--- config.mk ---
export PLATFORM = sky130hd
export DESIGN_NAME = alu_writeback_stage_flat
export DESIGN_NICKNAME = d
export VERILOG_FILES = /design/src/rtl/pipe8085_pkg.sv /design/src/rtl/alu_writeback_stage_if.sv /design/src/rtl/regfile_8085.sv /design/src/rtl/alu_writeback_stage.sv /design/src/flat_wrapper.sv
export SDC_FILE = /design/constraint.sdc
export NUM_CORES = 1
export LEC_CHECK = 0
export BUFFER_PORTS_ARGS = -buffer_cell sky130_fd_sc_hd__buf_2
export CAP_MARGIN = 25
export CORE_MARGIN = 8
export CORE_UTILIZATION = 60
export CTS_CLUSTER_SIZE = 14
export DETAILED_ROUTE_END_ITERATION = 16
export PLACE_DENSITY = 0.85
export SLEW_MARGIN = 20
export SYNTH_ARGS = -nofsm -noshare
export SYNTH_HDL_FRONTEND = slang
export SYNTH_SLANG_ARGS = --single-unit
--- constraint.sdc ---
create_clock -name clk_i -period 8.17 [get_ports clk_i]
set_clock_uncertainty 0.1 [all_clocks]
set_input_delay 2.451 -clock clk_i [delete_from_list [all_inputs] [get_ports clk_i]]
set_output_delay 2.451 -clock clk_i [all_outputs]
set_load 0.02 [all_outputs]
--- src/rtl/pipe8085_pkg.sv ---
// Shared types for the 8085 EX->WB slice: register indices, PSW bit layout,
// writeback FSM states and the pipeline entry captured from the ALU.
package pipe8085_pkg;

    typedef enum logic [2:0] {
        REG_B = 3'd0,
        REG_C = 3'd1,
        REG_D = 3'd2,
        REG_E = 3'd3,
        REG_H = 3'd4,
        REG_L = 3'd5,
        REG_M = 3'd6,
        REG_A = 3'd7
    } reg_idx_t;

    typedef enum int {
        PSW_CY = 0,
        PSW_P  = 2,
        PSW_AC = 4,
        PSW_Z  = 6,
        PSW_S  = 7
    } psw_bit_t;

    typedef enum logic [1:0] {
        EMPTY,
        FULL,
        MEM_WAIT
    } wb_state_t;

    typedef struct packed {
        logic [7:0] result;
        logic       z;
        logic       cy;
        logic [2:0] dest;
        logic       wr_reg;
        logic       wr_flags;
    } wb_entry_t;

    // AC is never produced by this ALU, and bits 5/3 read as 0 while bit 1 reads as 1.
    function automatic logic [7:0] make_psw(input logic [7:0] res, input logic z, input logic cy);
        logic [7:0] p;
        p         = 8'h02;
        p[PSW_S]  = res[7];
        p[PSW_Z]  = z;
        p[PSW_AC] = 1'b0;
        p[PSW_P]  = ~^res;
        p[PSW_CY] = cy;
        return p;
    endfunction

endpackage

--- src/rtl/alu_writeback_stage_if.sv ---
// EX-side handshake plus memory write port of the writeback stage.
// master = upstream/memory environment, slave = the writeback stage.
interface alu_writeback_stage_if;
    logic        ex_valid;
    logic        ex_ready;
    logic [7:0]  ex_result;
    logic        ex_z;
    logic        ex_cy;
    logic [2:0]  ex_dest;
    logic        ex_wr_reg;
    logic        ex_wr_flags;
    logic        mem_wr_req;
    logic [15:0] mem_addr;
    logic [7:0]  mem_wdata;
    logic        mem_ack;

    modport master (
        output ex_valid, ex_result, ex_z, ex_cy, ex_dest, ex_wr_reg, ex_wr_flags, mem_ack,
        input  ex_ready, mem_wr_req, mem_addr, mem_wdata
    );

    modport slave (
        input  ex_valid, ex_result, ex_z, ex_cy, ex_dest, ex_wr_reg, ex_wr_flags, mem_ack,
        output ex_ready, mem_wr_req, mem_addr, mem_wdata
    );
endinterface

--- src/rtl/regfile_8085.sv ---
// 8085 register file: B,C,D,E,H,L,A stored; index 6 (M) is never written and reads as zero.
module regfile_8085
    import pipe8085_pkg::*;
#(
    parameter int DW   = 8,
    parameter int NREG = 8
) (
    input  logic          clk_i,
    input  logic          rst_i,
    input  logic          we_i,
    input  logic [2:0]    waddr_i,
    input  logic [DW-1:0] wdata_i,
    input  logic [2:0]    ra_sel_i,
    output logic [DW-1:0] ra_data_o,
    input  logic [2:0]    rb_sel_i,
    output logic [DW-1:0] rb_data_o,
    output logic [DW-1:0] acc_o,
    output logic [DW-1:0] h_o,
    output logic [DW-1:0] l_o
);

    logic [DW-1:0] regs_q [NREG];

    always_ff @(posedge clk_i) begin
        if (rst_i) begin
            for (int i = 0; i < NREG; i++) begin
                regs_q[i] <= '0;
            end
        end else if (we_i && (waddr_i != REG_M)) begin
            regs_q[waddr_i] <= wdata_i;
        end
    end

    assign ra_data_o = (ra_sel_i == REG_M) ? '0 : regs_q[ra_sel_i];
    assign rb_data_o = (rb_sel_i == REG_M) ? '0 : regs_q[rb_sel_i];
    assign acc_o     = regs_q[REG_A];
    assign h_o       = regs_q[REG_H];
    assign l_o       = regs_q[REG_L];

endmodule

--- src/rtl/alu_writeback_stage.sv ---
// EX->WB pipeline register behind the 8085 ALU: retires to the register file, the PSW,
// or to memory at {H,L} through a req/ack port; read ports bypass the pending result.
module alu_writeback_stage
    import pipe8085_pkg::*;
#(
    parameter int         DW        = 8,
    parameter int         NREG      = 8,
    parameter logic [7:0] FLAG_INIT = 8'h02
) (
    input  logic                  clk_i,
    input  logic                  rst_i,
    alu_writeback_stage_if.slave  wb,
    input  logic [2:0]            rd_a_sel_i,
    output logic [DW-1:0]         rd_a_data_o,
    input  logic [2:0]            rd_b_sel_i,
    output logic [DW-1:0]         rd_b_data_o,
    output logic [DW-1:0]         psw_o,
    output logic [DW-1:0]         acc_o,
    output logic                  wb_busy_o
);

    wb_state_t   state_q;
    wb_entry_t   entry_q;
    wb_entry_t   entry_d;
    logic [7:0]  psw_q;
    logic        mem_wr_req_q;
    logic [15:0] mem_addr_q;
    logic [7:0]  mem_wdata_q;

    logic        capture;
    logic        cap_mem;
    logic        pending_wr;
    logic [7:0]  rf_a;
    logic [7:0]  rf_b;
    logic [7:0]  rf_h;
    logic [7:0]  rf_l;
    logic [7:0]  h_byp;
    logic [7:0]  l_byp;

    assign wb.ex_ready = (state_q != MEM_WAIT);
    assign capture     = wb.ex_valid & wb.ex_ready;
    assign cap_mem     = wb.ex_wr_reg & (wb.ex_dest == REG_M);
    assign pending_wr  = (state_q == FULL) & entry_q.wr_reg & (entry_q.dest != REG_M);

    assign entry_d = '{result:   wb.ex_result,
                       z:        wb.ex_z,
                       cy:       wb.ex_cy,
                       dest:     wb.ex_dest,
                       wr_reg:   wb.ex_wr_reg,
                       wr_flags: wb.ex_wr_flags};

    regfile_8085 #(.DW(DW), .NREG(NREG)) u_regfile (
        .clk_i     (clk_i),
        .rst_i     (rst_i),
        .we_i      (pending_wr),
        .waddr_i   (entry_q.dest),
        .wdata_i   (entry_q.result),
        .ra_sel_i  (rd_a_sel_i),
        .ra_data_o (rf_a),
        .rb_sel_i  (rd_b_sel_i),
        .rb_data_o (rf_b),
        .acc_o     (acc_o),
        .h_o       (rf_h),
        .l_o       (rf_l)
    );

    // The entry in FULL commits at the coming edge, so anything sampled now must see it.
    always_comb begin
        rd_a_data_o = rf_a;
        rd_b_data_o = rf_b;
        h_byp       = rf_h;
        l_byp       = rf_l;
        if (pending_wr && (entry_q.dest == rd_a_sel_i)) rd_a_data_o = entry_q.result;
        if (pending_wr && (entry_q.dest == rd_b_sel_i)) rd_b_data_o = entry_q.result;
        if (pending_wr && (entry_q.dest == REG_H))      h_byp       = entry_q.result;
        if (pending_wr && (entry_q.dest == REG_L))      l_byp       = entry_q.result;
    end

    always_ff @(posedge clk_i) begin
        if (rst_i) begin
            state_q      <= EMPTY;
            entry_q      <= '0;
            psw_q        <= FLAG_INIT;
            mem_wr_req_q <= 1'b0;
            mem_addr_q   <= '0;
            mem_wdata_q  <= '0;
        end else begin
            case (state_q)
                EMPTY, FULL: begin
                    if ((state_q == FULL) && entry_q.wr_flags) begin
                        psw_q <= make_psw(entry_q.result, entry_q.z, entry_q.cy);
                    end
                    if (capture) begin
                        entry_q <= entry_d;
                        if (cap_mem) begin
                            state_q      <= MEM_WAIT;
                            mem_wr_req_q <= 1'b1;
                            mem_addr_q   <= {h_byp, l_byp};
                            mem_wdata_q  <= wb.ex_result;
                        end else begin
                            state_q <= FULL;
                        end
                    end else begin
                        state_q <= EMPTY;
                    end
                end
                MEM_WAIT: begin
                    if (wb.mem_ack) begin
                        if (entry_q.wr_flags) begin
                            psw_q <= make_psw(entry_q.result, entry_q.z, entry_q.cy);
                        end
                        mem_wr_req_q <= 1'b0;
                        state_q      <= EMPTY;
                    end
                end
                default: begin
                    state_q      <= EMPTY;
                    mem_wr_req_q <= 1'b0;
                end
            endcase
        end
    end

    assign wb.mem_wr_req = mem_wr_req_q;
    assign wb.mem_addr   = mem_addr_q;
    assign wb.mem_wdata  = mem_wdata_q;
    assign psw_o         = psw_q;
    assign wb_busy_o     = (state_q != EMPTY);

endmodule
--- src/flat_wrapper.sv ---
// flat-port wrapper written by rule: the top's interface ports become plain ports
module alu_writeback_stage_flat import pipe8085_pkg::*;
#(
    parameter int         DW        = 8,
    parameter int         NREG      = 8,
    parameter logic [7:0] FLAG_INIT = 8'h02
)
  (clk_i, rst_i, rd_a_sel_i, rd_a_data_o, rd_b_sel_i, rd_b_data_o, psw_o, acc_o, wb_busy_o, wb_ex_valid, wb_ex_result, wb_ex_z, wb_ex_cy, wb_ex_dest, wb_ex_wr_reg, wb_ex_wr_flags, wb_mem_ack, wb_ex_ready, wb_mem_wr_req, wb_mem_addr, wb_mem_wdata);
  alu_writeback_stage_if wb_i ();
  input  logic clk_i;
  input  logic rst_i;
  input  logic [2:0] rd_a_sel_i;
  output logic [DW-1:0] rd_a_data_o;
  input  logic [2:0] rd_b_sel_i;
  output logic [DW-1:0] rd_b_data_o;
  output logic [DW-1:0] psw_o;
  output logic [DW-1:0] acc_o;
  output logic wb_busy_o;
  input wire logic [$bits(wb_i.ex_valid)-1:0] wb_ex_valid;
  input wire logic [$bits(wb_i.ex_result)-1:0] wb_ex_result;
  input wire logic [$bits(wb_i.ex_z)-1:0] wb_ex_z;
  input wire logic [$bits(wb_i.ex_cy)-1:0] wb_ex_cy;
  input wire logic [$bits(wb_i.ex_dest)-1:0] wb_ex_dest;
  input wire logic [$bits(wb_i.ex_wr_reg)-1:0] wb_ex_wr_reg;
  input wire logic [$bits(wb_i.ex_wr_flags)-1:0] wb_ex_wr_flags;
  input wire logic [$bits(wb_i.mem_ack)-1:0] wb_mem_ack;
  output wire logic [$bits(wb_i.ex_ready)-1:0] wb_ex_ready;
  output wire logic [$bits(wb_i.mem_wr_req)-1:0] wb_mem_wr_req;
  output wire logic [$bits(wb_i.mem_addr)-1:0] wb_mem_addr;
  output wire logic [$bits(wb_i.mem_wdata)-1:0] wb_mem_wdata;
  assign wb_i.ex_valid = wb_ex_valid;
  assign wb_i.ex_result = wb_ex_result;
  assign wb_i.ex_z = wb_ex_z;
  assign wb_i.ex_cy = wb_ex_cy;
  assign wb_i.ex_dest = wb_ex_dest;
  assign wb_i.ex_wr_reg = wb_ex_wr_reg;
  assign wb_i.ex_wr_flags = wb_ex_wr_flags;
  assign wb_i.mem_ack = wb_mem_ack;
  assign wb_ex_ready = wb_i.ex_ready;
  assign wb_mem_wr_req = wb_i.mem_wr_req;
  assign wb_mem_addr = wb_i.mem_addr;
  assign wb_mem_wdata = wb_i.mem_wdata;
  alu_writeback_stage #(.DW(DW), .NREG(NREG), .FLAG_INIT(FLAG_INIT)) u_core (.clk_i(clk_i), .rst_i(rst_i), .wb(wb_i), .rd_a_sel_i(rd_a_sel_i), .rd_a_data_o(rd_a_data_o), .rd_b_sel_i(rd_b_sel_i), .rd_b_data_o(rd_b_data_o), .psw_o(psw_o), .acc_o(acc_o), .wb_busy_o(wb_busy_o));
endmodule
==> impl_metrics.env, run 1 <==
export IMPL_dieArea_mm2=0.01268
export IMPL_synth_seq_cells=110
export IMPL_cts_buffers=9
export IMPL_synth_cells=479
export IMPL_port_buffers=79
export IMPL_slew_violations=0
export IMPL_cts_path_max_buffers=2
export IMPL_fp_row_count=35
export IMPL_hold_ws_ns=0.3621
export IMPL_grt_usage=0.2234
export IMPL_worstMarginPinSlew_ns=0.8183
export IMPL_synth_cell_type_count=36
export IMPL_drcViolationCount=0
export IMPL_grt_max_degree=64
export IMPL_synth_most_common_cell="edfxtp_1"
export IMPL_cts_tree="built"
export IMPL_final_nets=553
export IMPL_insertion_delay_ns=0.37
export IMPL_mappedNetlistArea_mm2=0.005598
export IMPL_clk_pin_slew_ns=0.11
export IMPL_startpoint_type="input port"
export IMPL_outcome="finished, final reports clean"
export IMPL_grt_pass1_vias=4109
export IMPL_clock_sinks=110
export IMPL_timing_fmax_ghz=0.1473
export IMPL_cts_root_buf="clkbuf_8"
export IMPL_irDropWorstVdd_v=0.00009299
export IMPL_start_util=0.6116
export IMPL_yosysWarnings=0
export IMPL_antenna_found_initial=0
export IMPL_rsz0062_at_grt="false"
export IMPL_cts_max_level=3
export IMPL_period_share=0.8308
export IMPL_setup_tns_ns=0
export IMPL_slew_headroom=0.4537
export IMPL_r2r_cells=4
export IMPL_multiInputGateArea_mm2=0.002506
export IMPL_synth_top_area_frac=0.3433
export IMPL_cts_setup_buffers=0
export IMPL_n_antenna_cell=0
export IMPL_ctsHoldBuffers=0
export IMPL_synth_seq_area_share=0.5078
export IMPL_hold_viol=0
export IMPL_synth_area_top_cells="edfxtp_1 (34%), dfxtp_1 (16%), mux4_2 (13%)"
export IMPL_regToRegSetupSlack_ns=5.22
export IMPL_min_path_cells=2
export IMPL_hpwl_um=10110
export IMPL_viasPerCell=6.340
export IMPL_synth_edf_count=64
export IMPL_drtPass1Iterations=5
export IMPL_coreArea_mm2=0.009153
export IMPL_fillerInstances=689
export IMPL_io_pins=84
export IMPL_layout_cells_non_filler=644
export IMPL_routed_wl_um=13710
export IMPL_worstHoldStart="u_core.entry_q[0]"
export IMPL_yosys_top_cells_count="edfxtp_1 (64), nand2_1 (56), dfxtp_1 (46), mux4_2 (32), and2_1 (31)"
export IMPL_grt_pass1_wl_um=22090
export IMPL_gp_congestion=0.8945
export IMPL_p_leak_nw=2.366
export IMPL_layout_drive_gt1_share=0.2927
export IMPL_cts_resized=0
export IMPL_finalSetupViolCount=0
export IMPL_die_w_um=112.6
export IMPL_first_iter_violations=412
export IMPL_finalCriticalPeriod_ns=6.788
export IMPL_async_flop_share=0
export IMPL_power_density_mw_per_mm2=179.8
export IMPL_dpl_cell_count=628
export IMPL_wl_per_cell_um=21.29
export IMPL_r2r_end="u_core.u_regfile.regs_q[0][6]"
export IMPL_cp_data_required_time_ns=5.62
export IMPL_ys_flop_type="edfxtp_1"
export IMPL_worst_setup_path_end_kind="primary output"
export IMPL_yosysTopAreaCell="edfxtp_1"
export IMPL_drtAntennaViolNets=0
export IMPL_grt_overflow_total=0
export IMPL_syn_to_final_growth_pct=9.410
export IMPL_path_max_fanout=18
export IMPL_seqCellArea_mm2=0.002843
export IMPL_crit_type="input port to primary output"
export IMPL_rr_startpoint="u_core.state_q[1]"
export IMPL_maxCapViolations=0
export IMPL_cp_arrival_ns=4.24
export IMPL_vias=4083
export IMPL_die_y_um=112.6
export IMPL_avgSynthCellArea_um2=11.69
export IMPL_hold_path_class="flip-flop to flip-flop"
export IMPL_min_to="u_core.entry_q[0]"
[cells by family after synthesis]
kind of cell / count (synthesis) / share of synthesized area
compound gates: 62 / 0.07465
flops: 110 / 0.5078
xor+xnor: 13 / 0.02034
mux: 64 / 0.1895
simple gates: 171 / 0.1551
buf+inv: 57 / 0.05118
other cells: 2 / 0.001342
[through the flow]
| stage | utilization | cell area, µm² | total power, mW | setup WS [ns] |
|---|---|---|---|---|
| 2_1_floorplan | - | 5635 | 0.7430 | 1.710 |
| 3_3_place_gp | 0.6452 | 5906 | 0.7794 | 1.468 |
| 3_5_place_dp | 0.6469 | 5921 | 0.7857 | 1.389 |
| 4_1_cts | 0.6692 | 6125 | 1.105 | 1.382 |
| 5_1_grt | 0.6692 | 6125 | 1.138 | 1.264 |
| 6_report | 0.6692 | 6125 | 1.101 | 1.382 |
[cell usage in the layout, fill, tap and decap left out, types with 11 or more instances in the layout]
cell type / n
a211oi_1: 18
a21oi_1: 26
a22o_1: 16
and2_1: 31
buf_2: 79
clkbuf_8: 11
conb_1: 12
dfxtp_1: 46
edfxtp_1: 64
mux2_2: 16
mux2i_1: 16
mux4_2: 32
nand2_1: 56
nor2_1: 29
nor3_1: 23
[critical path, stage by stage]
cell,delay (ns)
buf_2,0.47
xor2_1,0.19
nor3_1,0.08
a21oi_1,0.63
a22o_1,0.23
buf_2,0.17
[flip-flops by register name, summed over array words and instances, names as in the netlist]
name                     count
u_core.u_regfile.regs_q     64
wb_mem_addr                 16
u_core.entry_q              15
u_core.wb.mem_wdata          8
u_core.psw_o                 4
u_core.state_q               2
u_core.wb.mem_wr_req         1
[worst max-delay path by stage]
stage	startpoint	to	slack, ns	cells past startpoint
floorplan	rd_a_sel_i[0]	rd_a_data_o[0]	1.71	5
global placement	rd_b_sel_i[0]	rd_b_data_o[3]	1.47	5
detailed placement	rd_b_sel_i[0]	rd_b_data_o[0]	1.39	6
CTS	rd_b_sel_i[0]	rd_b_data_o[0]	1.38	6
global route	rd_b_sel_i[0]	rd_b_data_o[3]	1.26	6
finish	rd_a_sel_i[0]	rd_a_data_o[4]	1.38	6
[area by class of cell]
cell class,count,area share
tap,111,0.02268
sequential,110,0.4641
multi-input combinational,322,0.4092
inverter,4,0.002451
clock buffer,11,0.02472
timing repair buffer,81,0.06823
clock inverter,5,0.008580
[per-layer routing]
metal / global-route usage / routed length, µm / up-vias / part of all wire
met1: 0.2675 / 4976 / 1985 / 0.36
met3: 0.05851 / 1418 / 38 / 0.10
met2: 0.3671 / 6763 / 236 / 0.49
met5: 0 / 0 / - / 0
li1: - / - / 1824 / -
met4: 0.1079 / 554 / 0 / 0.040
[power breakdown]
group | total (mW) | internal, mW | switching (mW) | leakage, nW
sequential | 0.633 | 0.605 | 0.0278 | 1.03
combinational | 0.141 | 0.0642 | 0.0771 | 1.24
clock | 0.327 | 0.134 | 0.192 | 0.101
total | 1.10 | 0.804 | 0.297 | 2.37
(Power assumes the default switching activity.)
==> run 2: changes to the inputs <==
--- a/config.mk
+++ b/config.mk
@@ -8,10 +8,10 @@
 export BUFFER_PORTS_ARGS = -buffer_cell sky130_fd_sc_hd__buf_2
 export CAP_MARGIN = 25
 export CORE_MARGIN = 8
-export CORE_UTILIZATION = 60
+export CORE_UTILIZATION = 52
 export CTS_CLUSTER_SIZE = 14
 export DETAILED_ROUTE_END_ITERATION = 16
-export PLACE_DENSITY = 0.85
+export PLACE_DENSITY = 0.79
 export SLEW_MARGIN = 20
 export SYNTH_ARGS = -nofsm -noshare
 export SYNTH_HDL_FRONTEND = slang
==> constraint.sdc (replaced) <==
create_clock -name clk_i -period 5.9 [get_ports clk_i]
set_clock_uncertainty 0.1 [all_clocks]
set_input_delay 1.77 -clock clk_i [delete_from_list [all_inputs] [get_ports clk_i]]
set_output_delay 1.77 -clock clk_i [all_outputs]
set_load 0.02 [all_outputs]
==> run 2 against run 1 <==
Compared with the run above: die area up 13%; worst hold slack better by 0.00054 ns; flip-flop and latch count unchanged; via count down 1.2%; global-route usage down 3.1 points; highest routed layer unchanged.
==> impl_metrics.env, run 2 (synthesized netlist as in run 1, its figures left out) <==
export IMPL_maxCapViolations=0
export IMPL_insertion_delay_ns=0.38
export IMPL_setup_tns_ns=0
export IMPL_min_path_cells=2
export IMPL_startpoint_type="input port"
export IMPL_slowest_delay_ns=0.58
export IMPL_cts_path_max_buffers=2
export IMPL_final_common_cell="buf_2"
export IMPL_n_antenna_cell=0
export IMPL_crit_type="input port to primary output"
export IMPL_rsz0062_at_grt="false"
export IMPL_cts_tree="built"
export IMPL_worst_setup_path_end_kind="primary output"
export IMPL_start_util=0.5256
export IMPL_netSwitchingPower_uw=393.6
export IMPL_worst_path_buf_inv=2
export IMPL_period_share=0.9065
export IMPL_gp_congestion=0.8733
export IMPL_clk_pin_slew_ns=0.11
export IMPL_wl_per_cell_um=20.30
export IMPL_grt_pass1_wl_um=21570
export IMPL_cts_buffers=9
export IMPL_io_pins=84
export IMPL_finalCriticalPeriod_ns=5.348
export IMPL_drtPass1Iterations=5
export IMPL_die_w_um=119.8
export IMPL_hpwl_um=9951
export IMPL_irDropWorstVdd_v=0.0001175
export IMPL_antenna_found_initial=0
export IMPL_fp_row_count=38
export IMPL_finalSetupViolCount=0
export IMPL_die_y_um=119.8
export IMPL_slew_violations=0
export IMPL_slew_headroom=0.4472
export IMPL_slowest_stage="mux4_2"
export IMPL_largest_reg_flops=64
export IMPL_p_sw_frac=0.2594
export IMPL_dieArea_mm2=0.01434
export IMPL_first_iter_violations=410
export IMPL_hold_path_class="flip-flop to flip-flop"
export IMPL_grt_max_degree=63
export IMPL_grt_overflow_total=0
export IMPL_cts_resized=0
export IMPL_p_leak_nw=2.391
export IMPL_crit_top_cell="buf_2"
export IMPL_layout_drive_gt1_share=0.2968
export IMPL_cts_root_buf="clkbuf_8"
export IMPL_path_delay_family="multiplexers"
export IMPL_worstMarginPinSlew_ns=0.8280
export IMPL_cts_setup_buffers=0
export IMPL_clock_power_share=0.293
export IMPL_drcViolationCount=0
export IMPL_coreArea_mm2=0.01065
export IMPL_syn_to_final_growth_pct=10.55
export IMPL_viasPerCell=5.943
export IMPL_outcome="finished, final reports clean"
export IMPL_combPwrFrac=0.132
export IMPL_grt_usage=0.1920
export IMPL_hold_viol=0
export IMPL_cts_max_level=3
export IMPL_final_cell_mix="buf_2 (79), edfxtp_1 (64), nand2_1 (56)"
export IMPL_final_nets=559
export IMPL_cp_cell_sequence="buf_2 -> mux4_2 -> mux2_2 -> a22o_1 -> buf_2"
export IMPL_power_density_mw_per_mm2=245.2
export IMPL_power_frac_seq=0.575
export IMPL_vias=4035
export IMPL_path_max_fanout=18
export IMPL_ctsHoldBuffers=0
export IMPL_routed_wl_um=13790
export IMPL_drtAntennaViolNets=0
export IMPL_port_buffers=79
export IMPL_p_int_mw=1.124
export IMPL_cp_data_required_time_ns=4.03
export IMPL_timing_fmax_ghz=0.1870
export IMPL_cp_arrival_ns=3.48
export IMPL_regMostFlops="u_core.u_regfile.regs_q"
export IMPL_clock_sinks=110
export IMPL_hold_ws_ns=0.3626
export IMPL_grt_pass1_vias=4088
export IMPL_cp_depth=5
export IMPL_r2r_cells=5
==> run 2: changes by cell type in the layout (fill, tap and decap cells not counted), sizes merged <==
cell,before,now
buf,81,87
clkbuf,11,13
clkinv,2,0
clkinvlp,1,0
inv,6,7
==> run 2: tightest hold or removal path, cell delays in order, from the launching register on <==
cell,delay (ns)
dfxtp_1,0.33
nand2_1,0.05
a21oi_1,0.05
==> run 2: final cells by class <==
type	count	area, µm²
fill	890	4462
sequential	110	2843
multi-input combinational	322	2506
tap	140	175.2
clock inverter	3	23.77
inverter	4	15.01
timing repair buffer	87	455.4
clock buffer	13	170.2
==> run 2: power groups by stage <==
stage / clock network [mW] / logic, mW / registers (mW)
6_report: 0.445 / 0.200 / 0.872
3_5_place_dp: 0 / 0.201 / 0.889
5_1_grt: 0.475 / 0.216 / 0.875
2_1_floorplan: 0 / 0.156 / 0.873
4_1_cts: 0.448 / 0.201 / 0.871
3_3_place_gp: 0 / 0.197 / 0.886
==> run 2: per-layer routing <==
metal  up-vias  global-route usage  wire [µm]
met5         -                   0          0
met4         0              0.1132        629
met3        44             0.03852       1055
met2       206              0.3269       6883
met1      1943              0.2209       5218
li1       1842                   -          -
==> run 2: final timing paths <==
kind / startpoint / to / slack, ns
max: rd_a_sel_i[0] / rd_a_data_o[7] / 0.55
min: u_core.wb.mem_wdata[0] / u_core.wb.mem_wdata[0] / 0.36
max reg2reg: u_core.state_q[1] / u_core.u_regfile.regs_q[2][2] / 3.43
min reg2reg: u_core.wb.mem_wdata[0] / u_core.wb.mem_wdata[0] / 0.36
==> run 2: stage by stage <==
step	instance area (µm²)	utilization	std cells	setup slack [ns]	power, mW
global route	6188	0.5811	679	0.4068	1.566
global placement	5995	0.5629	663	0.5727	1.083
finish	6188	0.5811	679	0.5519	1.518
detailed placement	5995	0.5629	663	0.5369	1.089
CTS	6188	0.5811	679	0.5361	1.521
floorplan	5635	-	489	0.8017	1.029
==> run 3: changes to the inputs <==
--- a/config.mk
+++ b/config.mk
@@ -11,7 +11,7 @@
 export CORE_UTILIZATION = 52
 export CTS_CLUSTER_SIZE = 14
 export DETAILED_ROUTE_END_ITERATION = 16
-export PLACE_DENSITY = 0.79
+export PLACE_DENSITY = 0.88
 export SLEW_MARGIN = 20
 export SYNTH_ARGS = -nofsm -noshare
 export SYNTH_HDL_FRONTEND = slang
==> constraint.sdc (replaced) <==
create_clock -name clk_i -period 5.9 [get_ports clk_i]
set_clock_uncertainty 0.1 [all_clocks]
set_input_delay 1.18 -clock clk_i [delete_from_list [all_inputs] [get_ports clk_i]]
set_output_delay 1.18 -clock clk_i [all_outputs]
set_load 0.02 [all_outputs]
==> run 3 against run 2 <==
Compared with the run above: total power decreased by 0.46%; combinational power about the same; utilization decreased by 0.45 points; flip-flop and latch count unchanged; final cell count decreased by 0.88%; via count decreased by 0.69%; fmax increased by 24%; routed wire length increased by 0.28%; sequential power about the same; die area unchanged; critical path type unchanged; highest routed layer unchanged.
==> impl_metrics.env, run 3 (synthesized netlist as in run 1, its figures left out) <==
export IMPL_dieArea_mm2=0.01434
export IMPL_p_leak_nw=2.361
export IMPL_crit_end="rd_a_data_o[1]"
export IMPL_slew_violations=0
export IMPL_gp_congestion=0.9070
export IMPL_n_antenna_cell=0
export IMPL_cp_cell_sequence="buf_2 -> xor2_1 -> nor3_1 -> a21oi_1 -> a22o_1 -> buf_2"
export IMPL_hold_viol=0
export IMPL_period_share=0.7316
export IMPL_timing_fmax_ghz=0.2317
export IMPL_cp_data_required_time_ns=4.62
export IMPL_hpwl_um=9842
export IMPL_cts_buffers=9
export IMPL_clk_pin_slew_ns=0.11
export IMPL_coreArea_mm2=0.01065
export IMPL_netSwitchingPower_uw=410.8
export IMPL_power_frac_seq=0.578
export IMPL_cts_tree="built"
export IMPL_dpl_cell_count=657
export IMPL_grt_overflow_total=0
export IMPL_worst_path_buf_inv=2
export IMPL_ctsHoldBuffers=0
export IMPL_die_y_um=119.8
export IMPL_clock_sinks=110
export IMPL_slew_headroom=0.4430
export IMPL_p_total_mw=1.511
export IMPL_final_nets=553
export IMPL_cp_startpoint="rd_a_sel_i[0]"
export IMPL_path_delay_family="compound AO/OA/AOI/OAI gates"
export IMPL_regToRegSetupSlack_ns=3.42
export IMPL_vias=4007
export IMPL_cts_setup_buffers=0
export IMPL_drtPass1Iterations=5
export IMPL_met1Wirelength_um=5061
export IMPL_power_density_mw_per_mm2=246.0
export IMPL_final_cell_mix="buf_2 (79), edfxtp_1 (64), nand2_1 (56)"
export IMPL_fp_row_count=38
export IMPL_layout_cells_non_filler=673
export IMPL_viasPerCell=5.954
export IMPL_combPwrFrac=0.132
export IMPL_die_w_um=119.8
export IMPL_startpoint_type="input port"
export IMPL_grt_usage=0.1898
export IMPL_finalCriticalPeriod_ns=4.317
export IMPL_final_util=0.5766
export IMPL_drcViolationCount=0
export IMPL_r2r_cells=3
export IMPL_cts_resized=0
export IMPL_p_sw_frac=0.2720
export IMPL_rsz0062_at_grt="false"
export IMPL_largest_reg_flops=64
export IMPL_hold_ws_ns=0.3597
export IMPL_slowest_delay_ns=0.65
export IMPL_worstMarginPinSlew_ns=0.8343
export IMPL_hold_path_class="flip-flop to flip-flop"
export IMPL_wl_per_cell_um=20.54
export IMPL_final_common_cell="buf_2"
export IMPL_cts_root_buf="clkbuf_8"
export IMPL_port_buffers=79
export IMPL_regMostFlops="u_core.u_regfile.regs_q"
export IMPL_irDropWorstVdd_v=0.0001266
export IMPL_r2r_end="u_core.u_regfile.regs_q[1][3]"
export IMPL_routed_wl_um=13820
export IMPL_finalSetupViolCount=0
export IMPL_cts_path_max_buffers=2
export IMPL_grt_pass1_wl_um=21170
export IMPL_cts_max_level=3
export IMPL_wl_met2_um=6848
export IMPL_syn_to_final_growth_pct=9.700
export IMPL_setup_tns_ns=0
export IMPL_outcome="finished, final reports clean"
export IMPL_crit_top_cell="buf_2"
export IMPL_p_int_mw=1.100
export IMPL_io_pins=84
export IMPL_maxCapViolations=0
export IMPL_clock_power_share=0.290
export IMPL_antenna_found_initial=0
export IMPL_worst_setup_path_end_kind="primary output"
export IMPL_first_iter_violations=354
export IMPL_met3_length_um=1305
export IMPL_layout_drive_gt1_share=0.2927
export IMPL_grt_pass1_vias=4034
export IMPL_path_max_fanout=18
export IMPL_grt_max_degree=63
export IMPL_slowest_stage="a21oi_1"
export IMPL_rr_startpoint="u_core.entry_q[2]"
export IMPL_drtAntennaViolNets=0
export IMPL_routed_top_layer="met4"
export IMPL_insertion_delay_ns=0.39
export IMPL_crit_type="input port to primary output"
export IMPL_start_util=0.5256
export IMPL_cp_arrival_ns=3.04
export IMPL_cp_depth=6
run 3: cell types whose count changed in the layout (fill, tap and decap cells not counted), sizes merged:
cell,change
clkinv,+3
buf,-6
clkbuf,-3
run 3: tightest hold or removal path: cells and delay by family, from the launching register on:
| family | cells | cell delay (ns) |
|---|---|---|
| simple gates | 1 | 0.05 |
| flops | 1 | 0.32 |
| compound gates | 1 | 0.05 |
run 3: through the flow:
stage               worst slack [ns]  instance area [µm²]
floorplan                      1.982                 5635
global placement               1.753                 5949
detailed placement             1.651                 5951
CTS                            1.645                 6141
global route                   1.445                 6141
finish                         1.583                 6141
run 3: layout make-up:
cell class,count,area (µm²)
Tap cell,140,175.2
Sequential cell,110,2843
Clock buffer,10,137.6
Clock inverter,6,52.55
Fill cell,865,4509
Timing Repair Buffer,81,410.4
Inverter,4,15.01
Multi-Input combinational cell,322,2507
run 3: worst min-delay path by stage:
stage | startpoint | to | cells past startpoint
global route | u_core.wb.mem_wdata[7] | u_core.wb.mem_wdata[7] | 2
floorplan | u_core.entry_q[0] | u_core.entry_q[0] | 2
finish | u_core.entry_q[0] | u_core.entry_q[0] | 2
CTS | u_core.entry_q[0] | u_core.entry_q[0] | 2
global placement | u_core.wb.mem_wdata[3] | u_core.wb.mem_wdata[3] | 2
detailed placement | u_core.entry_q[0] | u_core.entry_q[0] | 2
run 3: routing by layer:
layer,up-vias,track usage
met4,0,0.1171
li1,1829,-
met3,50,0.05214
met5,-,0
met2,238,0.3116
met1,1890,0.2175
run 3: power groups by stage:
stage | Combinational, mW | Clock [mW] | Sequential (mW)
finish | 0.199 | 0.438 | 0.874
floorplan | 0.156 | 0 | 0.873
global route | 0.213 | 0.468 | 0.876
global placement | 0.192 | 0 | 0.886
detailed placement | 0.198 | 0 | 0.890
CTS | 0.199 | 0.441 | 0.872
